**config.mk**
```make
export PLATFORM = sky130hd
export DESIGN_NAME = writeback_unit
export DESIGN_NICKNAME = d
export VERILOG_FILES = /design/src/rtl/rv_pkg.sv /design/src/rtl/load_extend.sv /design/src/rtl/writeback_unit.sv
export SDC_FILE = /design/constraint.sdc
export NUM_CORES = 1
export LEC_CHECK = 0
export ABC_AREA = 1
export CORE_MARGIN = 2
export CORE_UTILIZATION = 43
export DETAILED_ROUTE_END_ITERATION = 7
export PLACE_DENSITY = 0.77
export SLEW_MARGIN = 10
export SYNTH_ARGS = -nofsm -noshare
export SYNTH_HDL_FRONTEND = slang
export SYNTH_SLANG_ARGS = --single-unit
```
**constraint.sdc**
```tcl
create_clock -name clk -period 1.6 [get_ports clk]
set_input_delay 0.16 -clock clk [delete_from_list [all_inputs] [get_ports clk]]
set_output_delay 0.16 -clock clk [all_outputs]
set_load 0.02 [all_outputs]
```
**src/rtl/rv_pkg.sv**
```systemverilog
// Shared definitions for the writeback slice of the sequential core.
//  - funct3 encodings of the load instructions (F3_LB .. F3_LHU)
//  - writeback FSM state encoding
//  - load_fault(): flags illegal load widths and misaligned addresses
package rv_pkg;

  localparam logic [2:0] F3_LB  = 3'b000;
  localparam logic [2:0] F3_LH  = 3'b001;
  localparam logic [2:0] F3_LW  = 3'b010;
  localparam logic [2:0] F3_LBU = 3'b100;
  localparam logic [2:0] F3_LHU = 3'b101;

  typedef enum logic [1:0] {
    ST_IDLE     = 2'd0,
    ST_MEM_WAIT = 2'd1,
    ST_WRITE    = 2'd2
  } wb_state_e;

  // A load is rejected before reaching memory if its width encoding is not
  // one of the five legal loads, or if the address is not naturally aligned
  // for that width.
  function automatic logic load_fault(input logic [2:0] funct3,
                                      input logic [1:0] addr_lo);
    logic fault_s;
    case (funct3)
      F3_LB, F3_LBU: fault_s = 1'b0;
      F3_LH, F3_LHU: fault_s = addr_lo[0];
      F3_LW:         fault_s = (addr_lo != 2'b00);
      default:       fault_s = 1'b1;
    endcase
    return fault_s;
  endfunction

endpackage

```
**src/rtl/load_extend.sv**
```systemverilog
// Combinational lane extraction for loads.
// Ports:
//  rdata    in  32  little-endian word returned by data memory
//  addr_lo  in  2   byte offset of the load address
//  funct3   in  3   load width/sign
//  value    out 32  extended value for the register file
// Bytes are picked by addr_lo, halves by addr_lo[1]; LB/LH sign-extend,
// LBU/LHU zero-extend, LW passes the word through.
module load_extend (
  input  logic [31:0] rdata,
  input  logic [1:0]  addr_lo,
  input  logic [2:0]  funct3,
  output logic [31:0] value
);
  import rv_pkg::*;

  logic [7:0]  byte_s;
  logic [15:0] half_s;

  // Select the addressed byte and halfword lanes.
  always_comb begin
    byte_s = 8'h00;
    half_s = 16'h0000;
    case (addr_lo)
      2'b00:   byte_s = rdata[7:0];
      2'b01:   byte_s = rdata[15:8];
      2'b10:   byte_s = rdata[23:16];
      2'b11:   byte_s = rdata[31:24];
      default: byte_s = 8'h00;
    endcase
    if (addr_lo[1]) begin
      half_s = rdata[31:16];
    end else begin
      half_s = rdata[15:0];
    end
  end

  // Extend the selected lane according to the load kind.
  always_comb begin
    value = 32'h0000_0000;
    case (funct3)
      F3_LB:   value = {{24{byte_s[7]}}, byte_s};
      F3_LBU:  value = {24'h00_0000, byte_s};
      F3_LH:   value = {{16{half_s[15]}}, half_s};
      F3_LHU:  value = {16'h0000, half_s};
      F3_LW:   value = rdata;
      default: value = 32'h0000_0000;
    endcase
  end

endmodule

```
**src/rtl/writeback_unit.sv**
```systemverilog
// Writeback stage: retires one op from Execute into the Decode register file.
// ALU ops are written the cycle after acceptance; loads go through a
// req/ack data-memory read first, with lane extraction by load_extend.
// Ports:
//  clk, rst_n                       clock, async active-low reset
//  in_valid/in_ready                op handshake from Execute (ready only in IDLE)
//  in_rd, in_funct3, in_MemRead,
//  in_RegWrite, in_alu_result       op fields; alu_result is the load address
//  mem_req/mem_addr/mem_ack/mem_rdata   data-memory read port
//  reg_write_data, RegWrite, rd_out register-file write port
//  wb_done, err_misalign, err_timeout   retirement pulses
// Parameter TIMEOUT: MEM_WAIT cycles without ack before abort (0 = wait forever).
module writeback_unit #(
  parameter int TIMEOUT = 255
) (
  input  logic        clk,
  input  logic        rst_n,
  input  logic        in_valid,
  output logic        in_ready,
  input  logic [4:0]  in_rd,
  input  logic [2:0]  in_funct3,
  input  logic        in_MemRead,
  input  logic        in_RegWrite,
  input  logic [31:0] in_alu_result,
  output logic        mem_req,
  output logic [31:0] mem_addr,
  input  logic        mem_ack,
  input  logic [31:0] mem_rdata,
  output logic [31:0] reg_write_data,
  output logic        RegWrite,
  output logic [4:0]  rd_out,
  output logic        wb_done,
  output logic        err_misalign,
  output logic        err_timeout
);
  import rv_pkg::*;

  localparam int CNT_W = (TIMEOUT > 1) ? $clog2(TIMEOUT) : 1;
  localparam logic [CNT_W-1:0] CNT_LAST = CNT_W'((TIMEOUT > 0) ? (TIMEOUT - 1) : 0);

  wb_state_e        state_r;
  logic [CNT_W-1:0] cnt_r;
  logic [4:0]       rd_r;
  logic [2:0]       funct3_r;
  logic [1:0]       addr_lo_r;
  logic             regwrite_r;
  logic [31:0]      ext_s;
  logic             accept_s;
  logic             timeout_hit_s;

  assign accept_s      = in_valid && in_ready;
  // The counter holds the number of ack-less cycles already spent, so the
  // abort fires at the end of the TIMEOUT-th MEM_WAIT cycle.
  assign timeout_hit_s = (TIMEOUT != 0) && (cnt_r == CNT_LAST);

  load_extend u_load_extend (
    .rdata   (mem_rdata),
    .addr_lo (addr_lo_r),
    .funct3  (funct3_r),
    .value   (ext_s)
  );

  // Writeback FSM with capture registers, timeout counter and registered outputs.
  always_ff @(posedge clk or negedge rst_n) begin
    if (!rst_n) begin
      state_r        <= ST_IDLE;
      cnt_r          <= '0;
      rd_r           <= 5'd0;
      funct3_r       <= 3'd0;
      addr_lo_r      <= 2'd0;
      regwrite_r     <= 1'b0;
      in_ready       <= 1'b1;
      mem_req        <= 1'b0;
      mem_addr       <= 32'h0000_0000;
      reg_write_data <= 32'h0000_0000;
      RegWrite       <= 1'b0;
      rd_out         <= 5'd0;
      wb_done        <= 1'b0;
      err_misalign   <= 1'b0;
      err_timeout    <= 1'b0;
    end else begin
      case (state_r)
        ST_IDLE: begin
          if (accept_s) begin
            rd_r       <= in_rd;
            funct3_r   <= in_funct3;
            addr_lo_r  <= in_alu_result[1:0];
            regwrite_r <= in_RegWrite;
            in_ready   <= 1'b0;
            if (!in_MemRead) begin
              state_r        <= ST_WRITE;
              reg_write_data <= in_alu_result;
              RegWrite       <= in_RegWrite && (in_rd != 5'd0);
              rd_out         <= in_rd;
              wb_done        <= 1'b1;
            end else if (load_fault(in_funct3, in_alu_result[1:0])) begin
              // Rejected load: retire with an error, memory is never touched.
              state_r        <= ST_WRITE;
              reg_write_data <= 32'h0000_0000;
              RegWrite       <= 1'b0;
              rd_out         <= in_rd;
              wb_done        <= 1'b1;
              err_misalign   <= 1'b1;
            end else begin
              state_r  <= ST_MEM_WAIT;
              mem_req  <= 1'b1;
              mem_addr <= {in_alu_result[31:2], 2'b00};
              cnt_r    <= '0;
            end
          end else begin
            in_ready <= 1'b1;
          end
        end
        ST_MEM_WAIT: begin
          if (mem_ack) begin
            state_r        <= ST_WRITE;
            mem_req        <= 1'b0;
            reg_write_data <= ext_s;
            RegWrite       <= regwrite_r && (rd_r != 5'd0);
            rd_out         <= rd_r;
            wb_done        <= 1'b1;
          end else if (timeout_hit_s) begin
            state_r        <= ST_WRITE;
            mem_req        <= 1'b0;
            reg_write_data <= 32'h0000_0000;
            RegWrite       <= 1'b0;
            rd_out         <= rd_r;
            wb_done        <= 1'b1;
            err_timeout    <= 1'b1;
          end else begin
            cnt_r <= cnt_r + CNT_W'(1);
          end
        end
        ST_WRITE: begin
          state_r      <= ST_IDLE;
          in_ready     <= 1'b1;
          RegWrite     <= 1'b0;
          wb_done      <= 1'b0;
          err_misalign <= 1'b0;
          err_timeout  <= 1'b0;
        end
        default: begin
          state_r      <= ST_IDLE;
          in_ready     <= 1'b1;
          mem_req      <= 1'b0;
          RegWrite     <= 1'b0;
          wb_done      <= 1'b0;
          err_misalign <= 1'b0;
          err_timeout  <= 1'b0;
        end
      endcase
    end
  end

endmodule

```
**After elaboration in Yosys (flattened, before gate mapping)**

Index checks and enable logic that the tools add are counted.

- $add $sub $neg: 1
- Multiply operators: 0
- Div/mod/pow operators: 0
- Magnitude comparators: 0
- Equal/unequal tests: 23
- Shift-type cells: 0
- Muxes and demuxes: 55
- Bitwise logic cells: 4
- Reduce and logical (&&, ||, !) cells: 22

Operator list:

| operator | count |
|---|---|
| $mux 32 | 5 |
| $pmux 32 s5 | 1 |
| $pmux 32 s2 | 1 |
| $mux 8 | 5 |
| $pmux 8 s4 | 1 |
| $mux 5 | 5 |
| $mux 1 | 21 |
| $mux 16 | 1 |
| $pmux 8 s2 | 1 |
| $ne 2x2->1 const B | 7 |
| $eq 3x3->1 const B | 4 |
| $reduce_and 4->1 | 3 |
| $mux 2 | 5 |
| $pmux 1 s2 | 5 |
| $pmux 5 s2 | 1 |
| $reduce_bool 5->1 | 2 |
| $add 8x1->8 const B | 1 |
| $eq 8x8->1 const B | 1 |
| $eq 2x2->1 const B | 3 |
| $eq 3x1->1 const B | 2 |
| $eq 3x2->1 const B | 2 |
| $logic_not 3->1 | 2 |
| $ne 3x3->1 const B | 2 |
| $pmux 1 s3 | 2 |
| 11 further kinds | 22 |

- Flip-flop bits (word level): 94
- Bits in latches: 0
- Memory bits (writable): 0
- Memory bits (read-only): 0
- Output and inout port bits: 75
- Word-level logic and storage cells: 120
- Memories: 0

**Logic depth before layout (Yosys ltp)**

Gate-level depths: netlist of run 1.

- Depth after elaboration: 10
- Depth in mapped cells: 13
- Gate-level depth less buffers: 11

**Hierarchy**

From an unflattened synthesis of run 1, not the netlist that was laid out.

- Cell total of the unflattened synthesis: 831
- Area, all modules: 5,631.7 um^2

Modules (own cells, without submodules):

| module | times used | cells an instance | area each (um^2) | seq. area each (um^2) |
|---|---|---|---|---|
| writeback_unit | 1 | 576 | 4,548.1 | 2,353.5 |
| load_extend | 1 | 255 | 1,083.5 | 0.0 |

**Worst setup path after synthesis of run 1**

No wires, ideal clock.

- Path kind: flip-flop to flip-flop
- Start: reg cnt_r[0]
- End: reg reg_write_data[29]
- Library setup time: 0.117 ns
- Data arrival time: 1.545 ns
- Setup slack: -0.062 ns
- Stages on the path, launching flop included: 14
- Path buffers: 2
- Cell sequence: dfrtp_1 -> inv_1 -> ha_1 -> nand2_1 -> nor2_1 -> nand2_2 -> nand3_4 -> nand3_2 -> nor2_2 -> inv_2 -> buf_6 -> buf_6 -> nand2_1 -> nand2_1

- Longest elaborated chain between the ends: 3

RTL lines:

| item | line | source |
|---|---|---|
| start: declaration | writeback_unit.sv:42 | `logic [CNT_W-1:0] cnt_r;` |
| start signal: assignment | writeback_unit.sv:131 | `cnt_r <= cnt_r + CNT_W'(1);` |
| $eq 8x8->1 | writeback_unit.sv:54 | `assign timeout_hit_s = (TIMEOUT != 0) && (cnt_r == CNT_LAST);` |
| $ne 3x3->1 (no line) | - |  |
| $reduce_and 4->1 (no line) | - |  |
| end signal: assignment | writeback_unit.sv:92 | `reg_write_data <= in_alu_result;` |
| end signal: assignment | writeback_unit.sv:118 | `reg_write_data <= ext_s;` |
| end: declaration | writeback_unit.sv:29 | `output logic [31:0] reg_write_data,` |

Every way passes these cells.
A chain may end at the register's enable or synchronous reset.

**Final worst setup path of run 1**

- Start: reg cnt_r[0]
- End: reg reg_write_data[17]

Same word-level chain as after synthesis.

==> results of run 1 <==
-- cells in the final DEF, fill, tap and decap left out, types with 2 or more instances in the layout --
| cell type | instances |
|---|---|
| buf_12 | 9 |
| buf_4 | 44 |
| buf_6 | 4 |
| clkbuf_16 | 10 |
| clkdlybuf4s50_1 | 148 |
| clkinv_4 | 3 |
| conb_1 | 2 |
| dfrtp_1 | 93 |
| inv_1 | 83 |
| inv_2 | 5 |
| nand2_1 | 353 |
| nand2_2 | 12 |
| nand3_1 | 27 |
| nand3_4 | 2 |
| nand4_1 | 6 |
| nor2_1 | 48 |
| nor2_2 | 4 |
| nor2_4 | 5 |
| nor3_1 | 3 |
| o21ai_0 | 58 |
| o21ai_1 | 6 |
| xor2_1 | 3 |
-- layer usage --
| metal | vias up | GRT usage [%] | wire (um) |
|---|---|---|---|
| met3 | 27 | 4.98 | 1090 |
| li1 | 2649 | - | - |
| met1 | 2411 | 30.9 | 6650 |
| met2 | 222 | 41.8 | 7770 |
| met4 | 0 | 8.62 | 388 |
| met5 | - | 0 | 0 |
-- flip-flops by register name (all words and copies together) (netlist names) --
name            cells
cnt_r               8
rd_r                5
mem_req             1
regwrite_r          1
err_timeout         1
funct3_r            3
in_ready            1
mem_addr           30
wb_done             1
RegWrite            1
addr_lo_r           2
reg_write_data     32
err_misalign        1
rd_out              5
state_r             2
-- synthesized netlist by cell type, types with 2 or more instances --
master / number
nor3_1: 3
inv_2: 4
clkbuf_1: 12
buf_2: 12
buf_6: 4
nor2_1: 49
ha_1: 2
inv_1: 85
buf_4: 4
nor2_2: 5
nand2_1: 365
nand3_1: 28
o21ai_0: 59
nand4_1: 6
nor2_4: 3
dfrtp_1: 93
xor2_1: 3
o21ai_1: 5
-- worst max-delay path by stage --
| stage | to | cells after the start |
|---|---|---|
| 4_1_cts | reg_write_data[22] | 12 |
| 2_1_floorplan | reg_write_data[29] | 13 |
| 6_report | reg_write_data[17] | 12 |
| 3_5_place_dp | mem_addr[26] | 8 |
| 5_1_grt | rd_out[4] | 12 |
| 3_3_place_gp | cnt_r[6] | 9 |
-- where the power goes --
part	leakage [nW]	internal (mW)	total (mW)	switching [mW]
clock	0.153	1.26	2.24	0.972
combinational	2.70	3.14	7.18	4.04
sequential	1.20	3.34	3.93	0.584
-- repair_timing --
action                                  CTS  global route
buffers inserted                          3             3
hold endpoints to repair                 93             0
resized for setup                         8            16
gates cloned                              1             2
hold buffers                              1             0
pin swaps                                 0             6
endpoints found under the setup margin   46            74
-- cell families after synthesis --
kind of cell | share of synthesized area, %
and+or+nand+nor | 35.9
buffers and inverters | 10.2
DFF | 45.8
AOI/OAI and AO/OA | 6.60
xor gates and xnor gates | 0.682
adders and majority gates | 0.487
other | 0.0730
muxes | 0.219
-- worst reg2reg max path, stage by stage, from the launching register on --
cell and delay (ps):
dfrtp_1 390, inv_2 80, ha_4 150, nand2_4 60, nor2_4 80, nand2_2 80
nand3_4 90, nand3_4 80, nor2_4 170, inv_4 90, clkbuf_16 190, nand2_1 60
nand2_1 50
-- layout make-up --
type,instances,area [um^2]
Multi-Input combinational cell,538,2340
Timing Repair Buffer,209,2090
Sequential cell,94,2350
Clock inverter,6,70.1
Clock buffer,10,239
Inverter,90,340
Fill cell,1001,3910
Tap cell,143,179
==> metrics list, run 1 <==
- Start-to-end type of the worst setup path: register to register
- Starting density of the core: 44.6%
- Count of nets left with antenna violations after detail routing: 0
- After detailed routing, the number of remaining DRC violations is 0.
- Worst Setup End Kind: register
- Synthesis inferred 94 register bits.
- Cells along the critical path: inv_2, ha_4, nand2_4, nor2_4, nand2_2, nand3_4, nand3_4, nor2_4, inv_4, clkbuf_16, nand2_1, nand2_1
- Gp weighted congestion: 0.881
- For this run, asynchronously set or reset flops after synthesis account for 100%.
- Data required, critical path: 1850 ps
- Level count of the clock H-tree: 3
- Area inside the core boundary: 11500 um^2
- Final count of hold timing violations: 0
- The worst path uses 104% of the clock period.
* Most used flip-flop cell after synthesis: dfrtp_1
- Power Density: 1760 nW/um^2
* Final worst path period need: 1670 ps
* Final standard cell area without fillers: 7600 um^2
* Clk slew on worst S/H paths: 70 ps
* Avg Synthesized Cell Area: 6.81 um^2
- The final reports fail on setup timing.
- Pre-CTS setup slack: -219 ps
* Area fraction of the dominant cell type after synthesis: 45.3%
- Hold is met by 367 ps.
- At the pin with the least slew margin, the transition time is 530 ps.
* Wire per inst: 14.6 um
* Via count of the first global-routing pass: 5092
- Dominant delay contributor by cell family on the critical path: simple AND/OR/NAND/NOR gates
- The final count of pins violating max slew was 0.
- Endpoint of the worst register-to-register path: reg_write_data[17]
* Internal reg-to-reg setup slack: -70 ps
- Yosys attributes the largest share of cell area to dfrtp_1 (45%), nand2_1 (27%), inv_1 (6.2%).
- Global routing finished with a remaining overflow of 0.
* Share of cells above drive strength 1: 11.5%
- Number of sinks on the clock net: 94
* Maximum number of pins on one net before global-route repair: 95
- Master cell of the clock root buffer: clkbuf_16
* Reg2reg path depth: 12
- Post-synthesis cell type with the largest combined area: dfrtp_1
- Combined buffer and inverter count along the critical path: 3
- CTS tree: built
- The run finished, with violations left.
* Maximum clock frequency: 601 MHz
- Summed over all layers, the routed wires come to 15.9 mm.
- Placed standard-cell area: 7130 um^2
- In this run the tightest slew margin relative to its limit is 64.7%.
- Across all layers, the routed design uses 5309 vias.
- Via density per instance: 4.87
* Reported leakage power: 4.05 nW
- In this run, synthesis inferred 0 flip-flops with an integrated enable.
* Die boundary width: 113 um
* Slowest cell delay on critical path: 390 ps
- Startpoint of the most critical register-to-register path: cnt_r[0]
- Number of iterations in the first detailed-routing pass: 5
* Launching element of the worst setup path: cnt_r[0]
* Highest net fanout along the worst path: 7
- Top Ports: 153
* Number of endpoints failing setup at the final stage: 39
* Accumulated negative setup slack: -1510 ps
* Total routing resource utilization after global routing: 24.5%
- Clock latency on the worst-skew pair: 360 ps
- The initial antenna violation count came to 0.
* Site row count: 39
* Cell Count Post-Placement: 1064
- The worst setup path is launched from a register.
- STA puts the critical path data arrival time at 1920 ps.
* Global-route wire length before repair: 24.8 mm
- Slowest stage cell on the critical path: dfrtp_1
* Number of DRC markers in iteration 0: 406
- # Max-Cap Violations: 0
- After layout, the design draws a total of 13.3 mW.
- Number of warnings reported in the yosys synthesis log: 0
* Combined area of all synthesized cells: 5140 um^2
- Library cells used by synthesis: 30
- Area of the die: 12800 um^2
- Fraction of the yosys area taken by sequential cells: 45.8%
- The number of antenna diodes in the final layout is 0.
* Die Ht: 113 um
- For the final database, setup skew stands at 9.24 ps.
- Number of buffers between clock root and the deepest sink: 2
- The HPWL after detailed placement is 11.1 mm.
- Final core utilization: 66.0%
- RSZ-0062 raised after global routing: yes
* Non-Filler Instances: 1090
- Worst voltage drop across the vdd grid: 1.15 mV
* Kind of path behind the tightest hold check: input port to asynchronous set/reset pin
- In this run, CTS created clock tree buffers numbering 9.
* Gate Count Post-Synth: 754
- Net count reported at finish: 1022
- In the post-route analysis, the smallest setup slack over all paths is -65.2 ps.
* Port-buffer cells: 150
* Synth-to-Final Area Change: 48.0%
Power figures use the tool's default switching activity.
==> run 2: changes to the inputs <==
Settings changed: CTS_CLUSTER_DIAMETER set to 120.
==> results of run 2 <==
Same layout as run 1: the final DEF is identical, and so are final timing and power.
